`config.mk`:
```
export PLATFORM = sky130hd
export DESIGN_NAME = data_memory_ctrl_flat
export DESIGN_NICKNAME = d
export VERILOG_FILES = /design/src/rtl/data_memory_ctrl_if.sv /design/src/rtl/data_memory_ctrl.sv /design/src/flat_wrapper.sv
export SDC_FILE = /design/constraint.sdc
export NUM_CORES = 2
export LEC_CHECK = 0
export BUFFER_PORTS_ARGS = -buffer_cell sky130_fd_sc_hd__clkbuf_2
export CORE_MARGIN = 8
export CORE_UTILIZATION = 64
export DETAILED_ROUTE_END_ITERATION = 6
export PLACE_DENSITY = 0.8
export SLEW_MARGIN = 20
export SYNTH_ARGS = -nofsm -noshare
export SYNTH_HDL_FRONTEND = slang
export SYNTH_SLANG_ARGS = --single-unit
```
`constraint.sdc`:
```
create_clock -name CLK -period 79.5 [get_ports CLK]
set_input_delay 15.9 -clock CLK [delete_from_list [all_inputs] [get_ports CLK]]
set_output_delay 15.9 -clock CLK [all_outputs]
set_load 0.05 [all_outputs]
```
`src/rtl/data_memory_ctrl_if.sv`:
```
// -----------------------------------------------------------------------------
// data_memory_ctrl_if
// CPU <-> data memory request bus.
//   read, write   : load / store request, held by the CPU until busy_wait falls
//   address       : word address of the request
//   writedata     : store data
//   readdata      : registered load result
//   busy_wait     : stall back to the CPU / register file
// Modports: master = CPU side, slave = memory controller side.
// -----------------------------------------------------------------------------
interface data_memory_ctrl_if #(
   parameter int ADDR_WIDTH = 8,
   parameter int DATA_WIDTH = 8
);
   logic                  read;
   logic                  write;
   logic [ADDR_WIDTH-1:0] address;
   logic [DATA_WIDTH-1:0] writedata;
   logic [DATA_WIDTH-1:0] readdata;
   logic                  busy_wait;

   modport master (
      output read, write, address, writedata,
      input  readdata, busy_wait
   );

   modport slave (
      input  read, write, address, writedata,
      output readdata, busy_wait
   );
endinterface

```
`src/rtl/data_memory_ctrl.sv`:
```
// -----------------------------------------------------------------------------
// data_memory_ctrl
// Multi-cycle data memory answering CPU load/store requests. A request is
// sampled in IDLE, takes LATENCY cycles in ACCESS, then passes through a
// one-cycle DONE state so a request still held by the CPU is not re-issued.
// Ports:
//   CLK    : system clock, all state changes on posedge
//   RESET  : asynchronous, active-high; clears state, counter, readdata,
//            latched request and every memory word
//   bus    : data_memory_ctrl_if.slave (read, write, address, writedata in;
//            readdata, busy_wait out)
// LATENCY must lie in 1..15 (4-bit down-counter).
// -----------------------------------------------------------------------------
module data_memory_ctrl #(
   parameter int ADDR_WIDTH = 8,
   parameter int DATA_WIDTH = 8,
   parameter int LATENCY    = 4
) (
   input  logic                CLK,
   input  logic                RESET,
   data_memory_ctrl_if.slave   bus
);
   localparam int DEPTH = 2 ** ADDR_WIDTH;

   typedef enum logic [1:0] {
      IDLE   = 2'd0,
      ACCESS = 2'd1,
      DONE   = 2'd2
   } state_t;

   state_t                state_reg;
   logic [3:0]            counter_reg;
   logic [ADDR_WIDTH-1:0] addr_reg;
   logic [DATA_WIDTH-1:0] data_reg;
   logic                  op_write_reg;
   logic [DATA_WIDTH-1:0] readdata_reg;
   logic [DATA_WIDTH-1:0] mem_reg [DEPTH];

   always_ff @(posedge CLK or posedge RESET) begin
      if (RESET) begin
         state_reg    <= IDLE;
         counter_reg  <= '0;
         addr_reg     <= '0;
         data_reg     <= '0;
         op_write_reg <= 1'b0;
         readdata_reg <= '0;
         // Memory contents are cleared on reset, so this array lives in
         // fabric registers rather than block RAM.
         for (int i = 0; i < DEPTH; i++) begin
            mem_reg[i] <= '0;
         end
      end else begin
         case (state_reg)
            IDLE: begin
               if (bus.read || bus.write) begin
                  addr_reg     <= bus.address;
                  data_reg     <= bus.writedata;
                  // Write takes priority when both requests are raised.
                  op_write_reg <= bus.write;
                  counter_reg  <= 4'(LATENCY - 1);
                  state_reg    <= ACCESS;
               end
            end
            ACCESS: begin
               if (counter_reg != 4'd0) begin
                  counter_reg <= counter_reg - 4'd1;
               end else begin
                  if (op_write_reg) begin
                     mem_reg[addr_reg] <= data_reg;
                  end else begin
                     readdata_reg <= mem_reg[addr_reg];
                  end
                  state_reg <= DONE;
               end
            end
            DONE: begin
               // Request is deliberately not sampled here: the CPU may still
               // be holding it during this cycle.
               state_reg <= IDLE;
            end
            default: begin
               state_reg <= IDLE;
            end
         endcase
      end
   end

   // Combinational so the stall reaches the CPU in the same cycle the
   // request appears; falls on the edge that enters DONE.
   assign bus.busy_wait = ((state_reg == IDLE) && (bus.read || bus.write)) ||
                          (state_reg == ACCESS);
   assign bus.readdata  = readdata_reg;

endmodule

```
`src/flat_wrapper.sv`:
```
// flat-port wrapper written by rule: the top's interface ports become plain ports
module data_memory_ctrl_flat 
#(
   parameter int ADDR_WIDTH = 8,
   parameter int DATA_WIDTH = 8,
   parameter int LATENCY    = 4
)
  (CLK, RESET, bus_read, bus_write, bus_address, bus_writedata, bus_readdata, bus_busy_wait);
  data_memory_ctrl_if #(.ADDR_WIDTH(ADDR_WIDTH), .DATA_WIDTH(DATA_WIDTH)) bus_i ();
  input  logic CLK;
  input  logic RESET;
  input wire logic [$bits(bus_i.read)-1:0] bus_read;
  input wire logic [$bits(bus_i.write)-1:0] bus_write;
  input wire logic [$bits(bus_i.address)-1:0] bus_address;
  input wire logic [$bits(bus_i.writedata)-1:0] bus_writedata;
  output wire logic [$bits(bus_i.readdata)-1:0] bus_readdata;
  output wire logic [$bits(bus_i.busy_wait)-1:0] bus_busy_wait;
  assign bus_i.read = bus_read;
  assign bus_i.write = bus_write;
  assign bus_i.address = bus_address;
  assign bus_i.writedata = bus_writedata;
  assign bus_readdata = bus_i.readdata;
  assign bus_busy_wait = bus_i.busy_wait;
  data_memory_ctrl #(.ADDR_WIDTH(ADDR_WIDTH), .DATA_WIDTH(DATA_WIDTH), .LATENCY(LATENCY)) u_core (.CLK(CLK), .RESET(RESET), .bus(bus_i));
endmodule
```
After elaboration in Yosys (flattened, before gate mapping) --
Cells that the tools add are included.
Storage, ports and cells: register bits 2079, logic and storage cells 296, output and inout bits 9, bits of input ports 20
Cells by class: eq/ne operators 4, reductions and logical operators 12, bitwise logic cells 3, multiplexer cells 12, add/sub/neg operators 1, magnitude comparators 2
Operators with widths (number):
- bitwise mux 2048 bit | 1
- binary-select mux 8 bit (select 8 bit) | 1
- demux 8 bit (select 8 bit) | 1
- 2-to-1 mux 8 bit | 3
- greater-or-equal comparator 9 bit (second input constant) | 1
- less-than comparator 9 x 1 -> 1 bit (second input constant) | 1
- inverter 8 -> 9 bit | 1
- AND reduction 3 bit | 3
- 2-to-1 mux 4 bit | 2
- one-hot mux 4 bit (2 select lines) | 1
- 2-to-1 mux 2 bit | 2
- inequality test 2 x 1 -> 1 bit (second input constant) | 2
- one-hot mux 2 bit (2 select lines) | 1
- AND reduction 2 bit | 2
- nonzero test 4 bit | 1
- subtractor 4 x 1 -> 4 bit (second input constant) | 1
- equality test 2 x 1 -> 1 bit (second input constant) | 1
- logical AND 1 bit | 2
- zero test 2 bit | 1
- logical OR 1 bit | 2
- inequality test 2 bit (second input constant) | 1
- inverter 1 bit | 2
- nonzero test 2 bit | 1

Logic depth before layout (Yosys ltp) --
depth after elaboration 6, gate-level depth with buffers 13, mapped depth without buffers 8

Worst setup path before layout --
No wires, ideal clock.
path kind input to output, start point input bus_write, end point output bus_busy_wait, required time 63.600 ns, slack 46.813 ns, data arrival time 16.787 ns, buffers on the path 1, stages on the path 3, cell sequence o21a_1 -> buf_1 -> or2_2
On the way: word-level cells in the longest chain between the ends 3
RTL lines:
- start: declaration | line flat_wrapper.sv:13 | input wire logic [$bits(bus_i.write)-1:0] bus_write;
- logical OR 1 bit | line data_memory_ctrl.sv:90 | assign bus.busy_wait = ((state_reg == IDLE) && (bus.read || bus.write)) ||
- logical AND 1 bit | line data_memory_ctrl.sv:90
- logical OR 1 bit | line data_memory_ctrl.sv:90
- end: declaration | line flat_wrapper.sv:17 | output wire logic [$bits(bus_i.busy_wait)-1:0] bus_busy_wait;
Every way passes these cells.

Worst setup path in the final report --
Same ends and word-level chain as after synthesis.

==> run_results.csv <==
group,metric,value,unit
worst_setup_path,critPathMaxFanout,2,
placement,detailed_place_hpwl,168000,µm
clocking,htreeDepth,4,
grt,grt_max_degree,227,
clocking,clk_pin_slew,60,ps
finish,mostFrequentLayoutCell,"dfrtp_1",
sta,hold_violations,0,
sta,worstMarginPinSlew,1230,ps
finish,largest_reg_flops,2048,
route,wirelength,267900,µm
worst_setup_path,slowest_delay,270,ps
worst_setup_path,cpMostUsedCell,"clkbuf_2",
sta,final.setup.tns,0,ps
sta,hold_ws,485.3,ps
sta,finalCritPeriodShare,41.02,%
synth,async_flop_share,100.0,%
synth,synth_edf_count,0,
synth,seq_area_frac_synth,54.55,%
sta,rsz0062_at_grt,"false",
route,vias,57820,
clocking,cts.sinks,2079,
clocking,ctsHoldBuffers,0,
floorplan,coreArea,147800,µm²
finish,final_core_util,70.20,%
worst_setup_path,endpoint_kind,"output port",
floorplan,fp.dieW,402.0,µm
placement,post_dp_cell_area,96800,µm²
worst_setup_path,reg2reg_from,"u_core.addr_reg[1]",
worst_setup_path,r2r_end,"u_core.bus.readdata[4]",
grt,grt_util_all_layers,33.07,%
clocking,cts_tree,"done",
synth,syn_area,95370,µm²
route,drt_iter0_markers,6278,
finish,fin_area,103800,µm²
run,drv_cap,0,
clocking,clk_path_buf_depth,3,
clocking,post_cts_buffers,0,
run_status,violations,"DRC",
synth,ys_warn_count,0,
route,via_per_inst,7.031,
worst_setup_path,cp_cell_sequence,"clkbuf_2, o21a_2, or2_2, clkbuf_2",
clocking,cts_resized,0,
pwr,p_leak,0.05025,µW
worst_setup_path,cp_data_arrival_time,16710,ps
worst_setup_path,ff2ff_setup_slack,73690,ps
run_status,status,"finished with violations",
floorplan,rows,141,
finish,layout_common_cells,"dfrtp_1, mux2_2, mux4_2",
grt,grt_pass1_wl,402900,µm
grt,antenna_found_initial,6,
min_path,hold_depth,1,
synth,ys_ff_latch,2079,
floorplan,start_util,64.51,%
synth,ys.flop_type,"dfrtp_1",
floorplan,die_h,402.0,µm
grt,grt.overflow.total,0,
clocking,cts-root-buf,"clkbuf_16",
floorplan,die_area,161600,µm²
finish,area_growth,8.813,%
worst_setup_path,crit_end,"bus_busy_wait",
finish,nets,6153,
synth,synth_fp_nets,6243,
route,wl_per_cell,32.57,µm
sta,setup_viol,0,
route,drcViolationCount,1,
sta,finalMaxSlewViolations,0,
worst_setup_path,start_kind,"primary input",
min_path,hold_class,"reg2reg",
clocking,clk_latency,860,ps
floorplan,io_pins,29,
pwr,power.density,28.99,nW/µm²
min_path,min_from,"u_core.mem_reg[619]",
synth,synthCells,6222,
synth,synth_cell_types,81,
placement,gp_congestion,0.9003,
sta,fmax,30.67,MHz
sta,max_slew_margin,15.89,%
worst_setup_path,crit_start,"bus_write",
placement,port-buffer-count,28,
synth,synth_area_per_cell,15.33,µm²
route,drtPass1Iterations,7,
sta,fin_crit,32610,ps
pwr,power,3008,µW
route,ant_nets,0,
worst_setup_path,reg2reg_depth,10,
finish,final_layout_size_suffix_gt1_share,49.60,%
worst_setup_path,cpMaxStageDelayCell,"or2_2",
grt,grt_pass1_vias,59960,
sta,skew,44.72,ps
pwr,ir_worst_vdd,0.03433,mV
clocking,cts_made_buffers,207,
worst_setup_path,required,63600,ps
worst_setup_path,crit_type,"in2out",
==> synthesized netlist by cell type, drive strengths merged (10+ instances only) <==
master | n | area (µm²)
dfrtp | 2079 | 52020
mux2 | 2067 | 23280
mux4 | 425 | 9572
nand2 | 295 | 1262
clkbuf | 271 | 1018
mux2i | 200 | 2002
buf | 192 | 1431
nor2 | 174 | 1166
o22ai | 97 | 606.8
a22oi | 76 | 570.6
a21oi | 34 | 170.2
a32oi | 24 | 210.2
o21ai | 23 | 115.1
nor3 | 20 | 132.6
nand3 | 17 | 85.08
nand4 | 16 | 106.4
a221oi | 15 | 137.6
nor2b | 14 | 87.58
a31oi | 13 | 81.33
nor4 | 13 | 81.33
a211oi | 11 | 82.58
nand2b | 11 | 68.82
o211ai | 10 | 75.07
o221ai | 10 | 87.58
==> through the flow <==
step / setup slack [ps] / cells
CTS: 46890 / 8217
finish: 46890 / 8224
global route: 46870 / 8220
floorplan: 4872 / 6222
global placement: 46880 / 7850
detailed placement: 46890 / 7850
==> final cells by class <==
cell class / instances / area (µm²)
clock inverter: 56 / 729.5
fill: 9574 / 44060
multi-input combinational: 3673 / 41020
tap: 1930 / 2415
inverter: 7 / 33.78
antenna: 4 / 10.01
sequential: 2079 / 52070
timing repair buffer: 164 / 1343
clock buffer: 311 / 6152
==> worst max-delay path: cells and delay by family <==
kind	cells	cell delay (ps)
AND/OR/NAND/NOR	1	270
AO/OA/AOI/OAI	1	210
buffers and inverters	2	330
==> layer usage <==
metal  GRT usage, %  up-vias  share of wire (%)
li1               -    23060                  -
met1          45.17    31360                 39
met2          49.00     2704                 45
met3          9.545      706                9.7
met4          16.49        0                5.7
met5              0        -                  0
==> power breakdown <==
| part | switching, µW | total [µW] | internal [µW] |
|---|---|---|---|
| Combinational | 624 | 854 | 230 |
| Sequential | 75.0 | 1170 | 1090 |
| Clock | 423 | 989 | 566 |
| Total | 1120 | 3010 | 1890 |
==> worst min path at each step <==
stage,end
4_1_cts,u_core.mem_reg[877]
2_1_floorplan,u_core.mem_reg[107]
6_report,u_core.mem_reg[619]
3_5_place_dp,u_core.mem_reg[877]
3_3_place_gp,u_core.mem_reg[491]
5_1_grt,u_core.mem_reg[235]
==> kinds of logic (layout without fill, tap and decap cells) <==
logic type | after synthesis | count (layout) | synth area share, %
buffers and inverters | 470 | 538 | 2.596
DFF | 2079 | 2079 | 54.55
and+or+nand+nor | 611 | 611 | 3.551
muxes | 2692 | 2692 | 36.54
other | 0 | 4 | 0
adders and majority gates | 1 | 1 | 0.01312
AOI/OAI and AO/OA | 368 | 368 | 2.739
xor gates and xnor gates | 1 | 1 | 0.009185
Power figures use the tool's default switching activity.
